$ cat src/rtl/rv32im_csr_ctrl.sv
`timescale 1ns/1ps
// rv32im_csr_ctrl: turns Zicsr instructions, trap entry and MRET into
// read/write sequences on the single-port CSR file, one requester at a time.
module rv32im_csr_ctrl #(
    parameter int XLEN = 32,
    parameter int AW   = 12
) (
    input  logic            clk_i,
    input  logic            rst_i,
    input  logic            instr_req_i,
    input  logic [2:0]      instr_op_i,
    input  logic [AW-1:0]   instr_addr_i,
    input  logic [XLEN-1:0] instr_src_i,
    input  logic            instr_src_zero_i,
    output logic            instr_done_o,
    output logic [XLEN-1:0] instr_rdata_o,
    output logic            instr_illegal_o,
    input  logic            trap_req_i,
    input  logic [XLEN-1:0] trap_pc_i,
    input  logic [XLEN-1:0] trap_cause_i,
    input  logic [XLEN-1:0] trap_tval_i,
    output logic            trap_done_o,
    output logic [XLEN-1:0] trap_vec_o,
    input  logic            mret_req_i,
    output logic            mret_done_o,
    output logic [XLEN-1:0] mret_pc_o,
    output logic            busy_o,
    output logic [AW-1:0]   csr_addr_o,
    output logic [XLEN-1:0] csr_wdata_o,
    output logic            csr_we_o,
    output logic            csr_re_o,
    input  logic [XLEN-1:0] csr_rdata_i
);
    localparam logic [AW-1:0] CSR_MSTATUS = AW'(12'h300);
    localparam logic [AW-1:0] CSR_MTVEC   = AW'(12'h305);
    localparam logic [AW-1:0] CSR_MEPC    = AW'(12'h341);
    localparam logic [AW-1:0] CSR_MCAUSE  = AW'(12'h342);
    localparam logic [AW-1:0] CSR_MTVAL   = AW'(12'h343);

    // Low two opcode bits select the operation; bit 2 (immediate form) only
    // changes where the source came from, which the pipeline already resolved.
    localparam logic [1:0] OP_RW = 2'b01;
    localparam logic [1:0] OP_RS = 2'b10;
    localparam logic [1:0] OP_RC = 2'b11;

    typedef enum logic [3:0] {
        S_IDLE, S_I_RD, S_I_WB,
        S_T_EPC, S_T_CAUSE, S_T_TVAL, S_T_RDST, S_T_WRST, S_T_RDVEC, S_T_DONE,
        S_M_RDST, S_M_WRST, S_M_RDEPC, S_M_DONE
    } state_t;

    state_t          state, state_next;
    logic [1:0]      op_q;
    logic [AW-1:0]   addr_q;
    logic [XLEN-1:0] src_q;
    logic            src_zero_q;
    logic [XLEN-1:0] pc_q, cause_q, tval_q;
    logic [XLEN-1:0] instr_new;
    logic            instr_wants_write;
    logic            instr_ro;
    logic            unused_op_imm;

    assign unused_op_imm = instr_op_i[2];

    // Trap entry: stack MIE into MPIE, disable interrupts, previous mode M.
    function automatic logic [XLEN-1:0] trap_mstatus(input logic [XLEN-1:0] s);
        logic [XLEN-1:0] r;
        r        = s;
        r[7]     = s[3];
        r[3]     = 1'b0;
        r[12:11] = 2'b11;
        return r;
    endfunction

    // MRET: restore MIE from MPIE, set MPIE, previous mode stays M.
    function automatic logic [XLEN-1:0] mret_mstatus(input logic [XLEN-1:0] s);
        logic [XLEN-1:0] r;
        r        = s;
        r[3]     = s[7];
        r[7]     = 1'b1;
        r[12:11] = 2'b11;
        return r;
    endfunction

    // State register
    always_ff @(posedge clk_i) begin
        if (rst_i) state <= S_IDLE;
        else       state <= state_next;
    end

    // Capture the winning requester's fields at accept; ignored afterwards
    always_ff @(posedge clk_i) begin
        if (rst_i) begin
            op_q       <= '0;
            addr_q     <= '0;
            src_q      <= '0;
            src_zero_q <= 1'b0;
            pc_q       <= '0;
            cause_q    <= '0;
            tval_q     <= '0;
        end else if (state == S_IDLE) begin
            if (trap_req_i) begin
                pc_q    <= trap_pc_i;
                cause_q <= trap_cause_i;
                tval_q  <= trap_tval_i;
            end else if (!mret_req_i && instr_req_i) begin
                op_q       <= instr_op_i[1:0];
                addr_q     <= instr_addr_i;
                src_q      <= instr_src_i;
                src_zero_q <= instr_src_zero_i;
            end
        end
    end

    // Next-state logic: fixed-priority arbitration in IDLE, linear sequences otherwise
    always_comb begin
        state_next = S_IDLE;
        case (state)
            S_IDLE: begin
                if (trap_req_i)       state_next = S_T_EPC;
                else if (mret_req_i)  state_next = S_M_RDST;
                else if (instr_req_i) state_next = S_I_RD;
                else                  state_next = S_IDLE;
            end
            S_I_RD:    state_next = S_I_WB;
            S_I_WB:    state_next = S_IDLE;
            S_T_EPC:   state_next = S_T_CAUSE;
            S_T_CAUSE: state_next = S_T_TVAL;
            S_T_TVAL:  state_next = S_T_RDST;
            S_T_RDST:  state_next = S_T_WRST;
            S_T_WRST:  state_next = S_T_RDVEC;
            S_T_RDVEC: state_next = S_T_DONE;
            S_T_DONE:  state_next = S_IDLE;
            S_M_RDST:  state_next = S_M_WRST;
            S_M_WRST:  state_next = S_M_RDEPC;
            S_M_RDEPC: state_next = S_M_DONE;
            S_M_DONE:  state_next = S_IDLE;
            default:   state_next = S_IDLE;
        endcase
    end

    // Read-modify-write value and write qualification for the instruction flow
    always_comb begin
        instr_new = csr_rdata_i;
        case (op_q)
            OP_RW:   instr_new = src_q;
            OP_RS:   instr_new = csr_rdata_i | src_q;
            OP_RC:   instr_new = csr_rdata_i & ~src_q;
            default: instr_new = csr_rdata_i;
        endcase
        instr_wants_write = (op_q != 2'b00) && !(op_q[1] && src_zero_q);
        instr_ro          = (addr_q[AW-1 -: 2] == 2'b11);
    end

    // Output decode; everything is held low during reset so no write escapes
    always_comb begin
        csr_addr_o      = '0;
        csr_wdata_o     = '0;
        csr_we_o        = 1'b0;
        csr_re_o        = 1'b0;
        instr_done_o    = 1'b0;
        instr_rdata_o   = '0;
        instr_illegal_o = 1'b0;
        trap_done_o     = 1'b0;
        trap_vec_o      = '0;
        mret_done_o     = 1'b0;
        mret_pc_o       = '0;
        busy_o          = 1'b0;
        if (!rst_i) begin
            busy_o = (state != S_IDLE);
            case (state)
                S_I_RD: begin
                    csr_addr_o = addr_q;
                    csr_re_o   = 1'b1;
                end
                S_I_WB: begin
                    csr_addr_o      = addr_q;
                    csr_wdata_o     = instr_new;
                    csr_we_o        = instr_wants_write && !instr_ro;
                    instr_illegal_o = instr_wants_write && instr_ro;
                    instr_done_o    = 1'b1;
                    instr_rdata_o   = csr_rdata_i;
                end
                S_T_EPC: begin
                    csr_addr_o  = CSR_MEPC;
                    csr_wdata_o = pc_q;
                    csr_we_o    = 1'b1;
                end
                S_T_CAUSE: begin
                    csr_addr_o  = CSR_MCAUSE;
                    csr_wdata_o = cause_q;
                    csr_we_o    = 1'b1;
                end
                S_T_TVAL: begin
                    csr_addr_o  = CSR_MTVAL;
                    csr_wdata_o = tval_q;
                    csr_we_o    = 1'b1;
                end
                S_T_RDST, S_M_RDST: begin
                    csr_addr_o = CSR_MSTATUS;
                    csr_re_o   = 1'b1;
                end
                S_T_WRST: begin
                    csr_addr_o  = CSR_MSTATUS;
                    csr_wdata_o = trap_mstatus(csr_rdata_i);
                    csr_we_o    = 1'b1;
                end
                S_T_RDVEC: begin
                    csr_addr_o = CSR_MTVEC;
                    csr_re_o   = 1'b1;
                end
                S_T_DONE: begin
                    trap_done_o = 1'b1;
                    trap_vec_o  = {csr_rdata_i[XLEN-1:2], 2'b00};
                end
                S_M_WRST: begin
                    csr_addr_o  = CSR_MSTATUS;
                    csr_wdata_o = mret_mstatus(csr_rdata_i);
                    csr_we_o    = 1'b1;
                end
                S_M_RDEPC: begin
                    csr_addr_o = CSR_MEPC;
                    csr_re_o   = 1'b1;
                end
                S_M_DONE: begin
                    mret_done_o = 1'b1;
                    mret_pc_o   = csr_rdata_i;
                end
                default: ;
            endcase
        end
    end
endmodule

$ cat config.mk
export PLATFORM = sky130hd
export DESIGN_NAME = rv32im_csr_ctrl
export DESIGN_NICKNAME = d
export VERILOG_FILES = /design/src/rtl/rv32im_csr_ctrl.sv
export SDC_FILE = /design/constraint.sdc
export NUM_CORES = 1
export LEC_CHECK = 0
export ABC_AREA = 1
export ABC_CLOCK_PERIOD_IN_PS = 3500
export BUFFER_PORTS_ARGS = -buffer_cell sky130_fd_sc_hd__buf_4
export CELL_PAD_IN_SITES_DETAIL_PLACEMENT = 1
export CELL_PAD_IN_SITES_GLOBAL_PLACEMENT = 1
export CORE_UTILIZATION = 33
export DETAILED_ROUTE_END_ITERATION = 6
export GPL_TIMING_DRIVEN = 0
export PLACE_DENSITY = 0.85
export SYNTH_ARGS = -nofsm -noshare
export SYNTH_HDL_FRONTEND = slang
export SYNTH_SLANG_ARGS = --single-unit
$ cat constraint.sdc
create_clock -name clk_i -period 3.5 [get_ports clk_i]
set_input_delay 0.35 -clock clk_i [delete_from_list [all_inputs] [get_ports clk_i]]
set_output_delay 0.35 -clock clk_i [all_outputs]
set_load 0.02 [all_outputs]
Yosys cells after proc, flatten, opt, wreduce, memory -nomap -nowiden

Cells that the tools add are included.

Reduce and logical (&&, ||, !) cells: 18
Mux-type cells: 28
Bitwise gates (word level): 4
Eq/ne operators: 17

Operators with widths:

| operator                                                              | number |
|---|---|
| 32-bit 2-to-1 mux                                                     | 7 |
| 32-bit one-hot mux with 6 select lines                                | 1 |
| 32-bit one-hot mux with 3 select lines                                | 1 |
| 12-bit one-hot mux with 6 select lines                                | 1 |
| 4-bit one-hot mux with 11 select lines                                | 1 |
| 32-bit bitwise AND                                                    | 1 |
| 32-bit NOT                                                            | 1 |
| 32-bit bitwise OR                                                     | 1 |
| 4-bit equality test, second input constant                            | 6 |
| 4-bit by 3-bit equality test with 1-bit output, second input constant | 4 |
| 1-bit 2-to-1 mux                                                      | 13 |
| 12-bit 2-to-1 mux                                                     | 1 |
| 5-bit OR reduction                                                    | 2 |
| 4-bit by 2-bit equality test with 1-bit output, second input constant | 2 |
| 4-bit 2-to-1 mux                                                      | 2 |
| 2-bit equality test, second input constant                            | 3 |
| 1-bit logical AND                                                     | 5 |
| 4-bit by 1-bit equality test with 1-bit output, second input constant | 1 |
| 4-bit zero test                                                       | 1 |
| 4-bit nonzero test                                                    | 1 |
| 2-bit OR reduction                                                    | 2 |
| 4-bit OR reduction                                                    | 1 |
| 1-bit zero test                                                       | 3 |
| 3-bit AND reduction                                                   | 1 |
| 5 further kinds                                                       | 5 |

Logic and storage cells: 75
Flip-flop bits (word level): 147
Bits of input ports: 181
Output and inout bits: 147

Longest topological paths before layout

Word-level depth: 6
Depth in mapped cells: 11
Depth with buffers taken out: 8

Worst setup path before layout

Ideal clock, no wire load.

Kind: register to output
Start point: register state[1]
End point: output instr_rdata_o[10]
Cell stages (with the launch flop): 8
Data required time: 3.150 ns
Arrival time: 1.728 ns
Setup slack: 1.422 ns
Buffers on the path: 1
Path through: dfxtp_1 -> inv_2 -> nor2_2 -> nand2_2 -> nor2_1 -> inv_1 -> buf_2 -> nor2_1

Longest elaborated chain between the ends: 3

Ends and longest elaborated chain:

| element                                        | RTL line | RTL |
|---|---|---|
| start: declaration                             | 52       | `state_t state, state_next;` |
| start signal: assignment                       | 88       | `else state <= state_next;` |
| 4-bit by 2-bit equality test with 1-bit output | 171      | `case (state)` |
| 32-bit 2-to-1 mux                              | 171      |  |
| 32-bit 2-to-1 mux                              | 169      | `if (!rst_i) begin` |
| end: declaration                               | 16       | `output logic [XLEN-1:0] instr_rdata_o,` |

Every way passes these cells.

Worst setup path after layout

Start point: register state[2]
End point: output csr_wdata_o[18]

Longest elaborated chain between the ends: 3
Elaborated cells on any way between the ends: 8
Classes of those cells: eq/ne (6); mux (2)

Ends and longest elaborated chain:

| element                                     | RTL line | RTL |
|---|---|---|
| 4-bit equality test (tied with other cells) | 171      |  |
| 32-bit one-hot mux with 6 select lines (*)  | 171      |  |
| 32-bit 2-to-1 mux (*)                       | 169      |  |
| end: declaration                            | 29       | `output logic [XLEN-1:0] csr_wdata_o,` |

Mark *: on every way between the ends. The rest lies on a longest branch, timed or not.

==> impl_metrics.toml <==
[timing]
tns_ns = 0
relSlewSlack = 0.552
timing.final.crit_period_ns = 2.94
setup_viol = 0
maxSlewViolCount = 0
final.setup_skew_ns = 0.0124
max_freq_ghz = 0.340
worst_pin_slew_ns = 0.672
hold_viol_final = 0
rsz0062_at_grt = "no"
fin_crit_sh = 0.840

[clocking]
clkLatencyLatePin_ns = 0.44
post-cts-setup-buffers = 0
clkTransAtPathRegs_ns = 0.07
ctsResizeCount = 0
postCtsHoldBufs = 0
cts.sinks = 147
numCtsBuffers = 17
cts_tree = "yes"
clk_root_buffer_cell = "clkbuf_16"
clockBufferDepth = 2
htree_levels = 4

[floorplan]
die_x_um = 162
dieHeight_um = 162
core_area_sq_um = 25200
std_cell_rows = 58
start_util = 0.337
die-area_sq_um = 26300
io_pins = 328

[worst_setup_path]
end_kind = "primary output"
rrSetupSlack_ns = 1.45
worstSetupPathType = "register to primary output"
worstPathRequired_ns = 3.15
rr_worst_depth = 10
start_kind = "register"
reg2reg_from = "state[3]"
cpPeakStageDelay_ns = 0.47
reg2reg_to = "op_q[1]"
critPathArrivalTime_ns = 2.59
crit_chain = "nand2_1 -> clkbuf_1 -> clkbuf_1 -> nand4_1 -> nand3_1 -> nor2_1 -> nor2_1 -> buf_4"
cp_slowest_cell = "clkbuf_1"
critical_path.max_fanout = 10

[route]
via_per_inst = 5.13
wl_per_cell_um = 18.3
dr.pass1.iters = 5
vias = 11000
ant_nets = 0
routed_wirelength_um = 39400
drc = 0
drt_iter0_drc = 654

[power]
power_density_nw_per_um2 = 584
ir_worst_vdd_mv = 0.286
power_w = 0.00695
leakagePower_nw = 5.83

[synth]
synth.top_cell.area_share = 0.347
synth.avg_cell_area_sq_um = 5.77
yosys.area.top_type = "dfxtp_1"
synthCells = 1468
netlist_area_sq_um = 8470
synth_cell_type_count = 21
synthArstFlopShare = 0
ys.flop_type = "dfxtp_1"
ys_ff_latch = 147
synth-edff-count = 0
synth.area.top_cells = "dfxtp_1 (35%), nand2_1 (20%), nor2_1 (14%)"
yosys_warnings = 0
ys_seq_area_frac = 0.347

[cells_and_area]
final_nets = 1991
drive_gt1_frac = 0.216
diodes = 0
post-route-util = 0.472
fin_cells = 2153
area_growth_pct = 40.3
layout_commonest_cell = "nand2_1"
final_cell_mix = "nand2_1 (449), buf_4 (326), nor2_1 (315)"

[job]
max_cap_viol_count = 0

[min_path]
holdCritStartpoint = "trap_tval_i[23]"
hold_depth = 3
min_path_type = "input port to register"
hold_end = "tval_q[23]"

[placed_design]
io_buffers = 322
gp_congestion = 0.936
place_inst = 2121
post-dp-hpwl_um = 32200

[status]
status = "complete, no violations"

[global_routing]
grt_max_degree = 17
grt_pass1_vias = 11300
grt_pass1_wl_um = 59900
grt_usage = 0.300
overflow = 0
antenna_found_initial = 1
-- Yosys cell counts, types with 4 or more instances --
master    instances
a21oi_1         107
buf_1             7
buf_2            21
buf_4             4
buf_6             5
clkbuf_1         72
dfxtp_1         147
inv_1            98
inv_2             4
nand2_1         449
nand3_1         191
nand4_1          28
nor2_1          315
o21ai_0           6
-- worst max-delay path by stage --
stage                     startpoint                 to  slack [ns]
after floorplan             state[1]  instr_rdata_o[10]        1.42
after detailed placement    state[3]      mret_pc_o[20]        1.04
after global routing        state[3]      mret_pc_o[19]        0.41
after global placement      state[1]    csr_wdata_o[29]        1.05
after CTS                   state[3]      mret_pc_o[20]        0.58
final                       state[2]    csr_wdata_o[18]        0.56
-- layer usage --
metal / GRT usage / wire [um] / vias to the layer above
met1: 0.351 / 16200 / 5285
met2: 0.539 / 19600 / 392
met3: 0.0529 / 2350 / 81
li1: - / - / 5288
met4: 0.118 / 1270 / 0
met5: 0 / 0 / -
-- cells by family (layout without fill, tap and decap cells) --
kind of cell	Yosys count	count (layout)	share of synthesized area
other	1	2	0.000443
buffers and inverters	211	565	0.103
and+or+nand+nor	992	992	0.480
AOI/OAI and AO/OA	117	117	0.0700
DFF	147	147	0.347
-- critical path, delay by kind of cell, from the launching register on --
kind | cells | cell delay [ns]
and+or+nand+nor | 5 | 0.71
DFF | 1 | 0.36
buffers and inverters | 3 | 1.09
-- final cells by class --
cell class / count / area, sq um
fill: 3492 / 13300
multi-input combinational: 1111 / 4660
sequential: 147 / 2940
timing repair buffer: 322 / 2420
buffer: 109 / 488
clock buffer: 18 / 439
tap: 330 / 413
inverter: 102 / 383
clock inverter: 14 / 140
-- where the power goes --
part / leakage, nW / total, W / internal (W) / switching (W)
clock network: 0.279 / 0.00186 / 0.00102 / 0.000840
registers: 1.20 / 0.00219 / 0.00198 / 0.000209
logic: 4.35 / 0.00289 / 0.000918 / 0.00198
total: 5.83 / 0.00695 / 0.00392 / 0.00302
-- flip-flops by register name (all words and copies together) (netlist names) --
signal,flops
state,4
cause_q,32
addr_q,12
op_q,2
src_zero_q,1
tval_q,32
pc_q,32
src_q,32
-- metrics by stage --
| step | area, sq um | worst slack, ns | hold WS (ns) |
|---|---|---|---|
| global route | 11900 | 0.413 | 0.191 |
| floorplan | 8480 | 1.42 | 0.425 |
| global placement | 11300 | 1.05 | 0.448 |
| finish | 11900 | 0.558 | 0.187 |
| CTS | 11900 | 0.580 | 0.183 |
| detailed placement | 11300 | 1.04 | 0.453 |
Note: power is estimated with default switching activity, not from simulation.
